`src/rtl/shift_reg_universal_pkg.sv`:
```
// Shared definitions for the universal shift register: the 2-bit mode encoding.
package shift_reg_universal_pkg;

    typedef enum logic [1:0] {
        MODE_HOLD = 2'b00,
        MODE_SHR  = 2'b01,
        MODE_SHL  = 2'b10,
        MODE_LOAD = 2'b11
    } mode_e;

endpackage

```
`src/rtl/shift_word_counter.sv`:
```
// Counts shifts within the current word; wrap flags the shift that completes a word.
module shift_word_counter #(
    parameter  int WIDTH = 8,
    localparam int CNT_W = $clog2(WIDTH + 1)
) (
    input  logic             clk,
    input  logic             rst,
    input  logic             clr,
    input  logic             load,
    input  logic             shift,
    output logic [CNT_W-1:0] cnt,
    output logic             wrap
);

    // The WIDTH-th shift of a word is the one seen while cnt sits at WIDTH-1.
    always_comb begin
        wrap = shift && (cnt == CNT_W'(WIDTH - 1));
    end

    // Shift counter: clear/load restart framing, wrap returns to zero.
    always_ff @(posedge clk or posedge rst) begin
        if (rst) begin
            cnt <= '0;
        end else if (clr || load) begin
            cnt <= '0;
        end else if (wrap) begin
            cnt <= '0;
        end else if (shift) begin
            cnt <= cnt + CNT_W'(1);
        end
    end

endmodule

```
`src/rtl/shift_reg_universal.sv`:
```
// Universal shift register (hold / shift right / shift left / load) with word framing:
// every WIDTH shifts the post-shift contents are latched into word with a one-cycle pulse.
module shift_reg_universal
    import shift_reg_universal_pkg::*;
#(
    parameter  int WIDTH = 8,
    localparam int CNT_W = $clog2(WIDTH + 1)
) (
    input  logic             clk,
    input  logic             rst,
    input  logic             clr,
    input  logic [1:0]       mode,
    input  logic             si_r,
    input  logic             si_l,
    input  logic [WIDTH-1:0] pin,
    output logic [WIDTH-1:0] q,
    output logic             so_r,
    output logic             so_l,
    output logic [CNT_W-1:0] cnt,
    output logic [WIDTH-1:0] word,
    output logic             word_valid
);

    logic [WIDTH-1:0] q_next;
    logic             load;
    logic             shift;
    logic             wrap;

    // Mode mux; clr overrides every mode and suppresses shift/load strobes.
    always_comb begin
        q_next = q;
        load   = 1'b0;
        shift  = 1'b0;
        if (clr) begin
            q_next = '0;
        end else begin
            case (mode_e'(mode))
                MODE_HOLD: q_next = q;
                MODE_SHR: begin
                    q_next = {si_r, q[WIDTH-1:1]};
                    shift  = 1'b1;
                end
                MODE_SHL: begin
                    q_next = {q[WIDTH-2:0], si_l};
                    shift  = 1'b1;
                end
                MODE_LOAD: begin
                    q_next = pin;
                    load   = 1'b1;
                end
                default: q_next = q;
            endcase
        end
    end

    shift_word_counter #(
        .WIDTH(WIDTH)
    ) u_counter (
        .clk  (clk),
        .rst  (rst),
        .clr  (clr),
        .load (load),
        .shift(shift),
        .cnt  (cnt),
        .wrap (wrap)
    );

    // Data register and word latch; word captures the post-shift value on wrap.
    always_ff @(posedge clk or posedge rst) begin
        if (rst) begin
            q          <= '0;
            word       <= '0;
            word_valid <= 1'b0;
        end else begin
            q          <= q_next;
            word_valid <= wrap;
            if (wrap) begin
                word <= q_next;
            end
        end
    end

    // Serial outputs tap the register directly.
    always_comb begin
        so_r = q[0];
        so_l = q[WIDTH-1];
    end

endmodule

```
`config.mk`:
```
export PLATFORM = sky130hd
export DESIGN_NAME = shift_reg_universal
export DESIGN_NICKNAME = d
export VERILOG_FILES = /design/src/rtl/shift_reg_universal_pkg.sv /design/src/rtl/shift_word_counter.sv /design/src/rtl/shift_reg_universal.sv
export SDC_FILE = /design/constraint.sdc
export NUM_CORES = 1
export LEC_CHECK = 0
export CAP_MARGIN = 20
export CORE_UTILIZATION = 44
export DETAILED_ROUTE_END_ITERATION = 8
export PLACE_DENSITY = 0.78
export SLEW_MARGIN = 20
export SYNTH_ARGS = -nofsm -noshare
export SYNTH_HDL_FRONTEND = slang
export SYNTH_SLANG_ARGS = --single-unit
```
`constraint.sdc`:
```
create_clock -name clk -period 1.5 [get_ports clk]
set_input_delay 0.15 -clock clk [delete_from_list [all_inputs] [get_ports clk]]
set_output_delay 0.15 -clock clk [all_outputs]
set_load 0.02 [all_outputs]
```
==> flow_metrics.py <==
metrics = {
    "status": {
        "status": "finished clean",
    },
    "floorplan": {
        "die_h_microns": 52.2,
        "core_sq_um": 2300,
        "start_util_pct": 48.3,
        "die_area_sq_um": 2730,
        "die_w_microns": 52.2,
        "ios": 38,
        "placementRows": 17,
    },
    "synthesis": {
        "yosysWarnings": 0,
        "synth_top_area_cell": "dfrtp_1",
        "synthFlopType": "dfrtp_1",
        "synthSimpleGateAreaFrac_pct": 15.1,
        "synth.top_cell.area_share_pct": 47.4,
        "synth_cell_types": 23,
        "netlist_area_sq_um": 1110,
        "syn_inst": 101,
        "synth.area.top_cells": "dfrtp_1, mux2_4, nor2b_1, a21oi_1, ha_1",
        "synthAdderAreaFrac_pct": 5.64,
        "synth_mux_area_share_pct": 11.7,
        "avgSynthCellArea_sq_um": 11.0,
        "ys_ff_latch": 21,
        "synth_top_family_by_area": "simple AND/OR/NAND/NOR gates",
        "synth_xor_area_share_pct": 0.789,
        "seq_area_frac_synth_pct": 47.4,
        "synth.most_common_cell": "dfrtp_1",
        "synth_compound_area_share_pct": 13.8,
        "synth-edff-count": 0,
        "synthArstFlopShare_pct": 100,
        "synth.cells.most_frequent": "dfrtp_1, a21oi_1, nor2b_1, a22oi_1, mux2_4",
        "syn_nets": 121,
    },
    "timing": {
        "fin_worst_skew_ns": 0.00469,
        "layout_min_cycle_time_ns": 1.48,
        "slew_headroom_pct": 82.0,
        "finalCritPeriodShare_pct": 98.6,
        "fmax_mhz": 676,
        "worstMarginPinSlew_ns": 0.269,
        "fin_ws_ns": 0.0207,
        "rsz0062_at_grt": "true",
        "maxSlewViolCount": 0,
        "hold_viol": 0,
        "setup_viol": 0,
    },
    "worst_setup_path": {
        "max_stage_delay_ns": 0.62,
        "crit_chain": "clkdlybuf4s50_1",
        "worstSetupPathType": "register to output pin",
        "required_ns": 1.35,
        "critPathCaptureType": "output pin",
        "cp_slowest_cell": "clkdlybuf4s50_1",
        "arrival_ns": 1.33,
        "reg2reg_slack_ns": 0.03,
        "worst-path-buf-inv": 1,
        "crit_fanout": 2,
        "path_delay_family": "buffers and inverters",
        "startpoint_type": "register",
    },
    "clock_tree": {
        "cts_made_buffers": 3,
        "clock_latency_ns": 0.31,
        "cts.sinks": 21,
        "cts_max_path_buffers": 2,
        "cts_tree": "built",
        "cts_max_level": 1,
        "clk_pin_slew_ns": 0.12,
        "ctsHoldBuffers": 0,
        "clockRootBuffer": "clkbuf_4",
    },
    "routing": {
        "post-route-drc-count": 0,
        "routed_wirelength_microns": 2720,
        "drt-vias-per-instance": 5.47,
        "via_count": 951,
        "drtIter0Drc": 20,
        "wl_per_cell_microns": 15.6,
        "antenna_left": 0,
        "first_pass_iters": 4,
    },
    "layout": {
        "drive_gt1_share_pct": 22.6,
        "area_growth_pct": 46.4,
        "fin_nets": 167,
        "antennaDiodeCount": 0,
    },
    "grt": {
        "grt_use_total_pct": 23.1,
        "grt_pass1_vias": 981,
        "grt_max_degree": 22,
        "antenna_found_initial": 0,
        "grt_pass1_wl_microns": 4520,
        "overflow": 0,
    },
    "place": {
        "post-dp-hpwl_microns": 1970,
        "gp_congestion": 0.740,
        "place_ws_ns": -0.378,
        "place.port_buffers": 37,
    },
    "worst_hold_path": {
        "hold_path_class": "input pin to async pin",
    },
    "job": {
        "cap_viol_max_count": 0,
    },
    "power": {
        "p_per_area_nw_per_um2": 699,
        "peakVddDrop_mv": 0.638,
        "power_uw": 1140,
        "total_leakage_power_uw": 0.000888,
    },
}
-- per-layer routing --
| metal | wire length (microns) | global-route usage (%) | vias to the layer above |
|---|---|---|---|
| met1 | 1170 | 27.8 | 477 |
| li1 | - | - | 442 |
| met3 | 118 | 3.48 | 4 |
| met5 | 0 | 0 | - |
| met4 | 29 | 7.02 | 0 |
| met2 | 1410 | 42.3 | 28 |
-- flip-flops by register name, summed over array words and instances, names as in the netlist --
register and count:
q 8, u_counter.cnt 4, word 8, word_valid 1
-- cells in the final DEF, fill, tap and decap left out, types with 2 or more instances in the layout --
cell / synthesis / layout
dfrtp_2: 0 / 2
mux2_4: 8 / 8
nand2_1: 2 / 2
clkdlybuf4s50_1: 0 / 17
buf_6: 1 / 2
nor3_1: 2 / 2
dfrtp_1: 21 / 19
clkbuf_4: 0 / 3
ha_4: 0 / 2
nand2b_1: 2 / 2
dlygate4sd2_1: 0 / 14
ha_2: 0 / 3
nor2b_1: 16 / 16
inv_2: 0 / 2
dlymetal6s2s_1: 0 / 6
inv_1: 4 / 2
a22oi_1: 8 / 8
a21oi_1: 16 / 16
buf_4: 2 / 10
-- repair_timing --
| action | 4_1_cts | 5_1_grt |
|---|---|---|
| endpoints found under the setup margin | 21 | 20 |
| gates resized for setup | 22 | 8 |
| hold endpoints to repair | 0 | 0 |
| pin swaps | 2 | 1 |
| setup buffers | 0 | 0 |
-- layout make-up --
type / instances / area (sq um)
Inverter: 4 / 15.0
Multi-Input combinational cell: 68 / 554
Clock buffer: 3 / 22.5
Sequential cell: 21 / 528
Tap cell: 28 / 35.0
Fill cell: 183 / 672
Timing Repair Buffer: 49 / 465
Clock inverter: 1 / 5.00
-- final timing paths --
path	start	end	cells past startpoint
max	word[0]	word[0]	1
min in group clk	word[6]	word[6]	1
min	rst	q[0]	3
min reg2reg	word[6]	word[6]	1
max reg2reg	u_counter.cnt[0]	word[2]	5
max in group asynchronous	rst	u_counter.cnt[0]	3
-- cell families after synthesis --
family,Yosys count
buffers and inverters,12
xor gates and xnor gates,1
adders and majority gates,5
muxes,9
AOI/OAI and AO/OA,26
DFF,21
and+or+nand+nor,27
-- power by group --
part | switching [uW] | internal, uW
Clock | 180 | 99.9
Combinational | 125 | 126
Sequential | 20.8 | 585
-- through the flow --
stage / hold WS (ns) / setup TNS [ns] / cell area, sq um / util [%] / std cells
after floorplan: 0.126 / 0 / 1110 / - / 101
after CTS: 0.158 / 0 / 1600 / 69.6 / 174
after global routing: 0.215 / -0.0286 / 1630 / 70.8 / 174
final: 0.152 / 0 / 1630 / 70.8 / 174
after detailed placement: 0.508 / -6.01 / 1560 / 67.9 / 170
after global placement: 0.499 / -5.13 / 1560 / 67.9 / 170
Power figures use the tool's default switching activity.
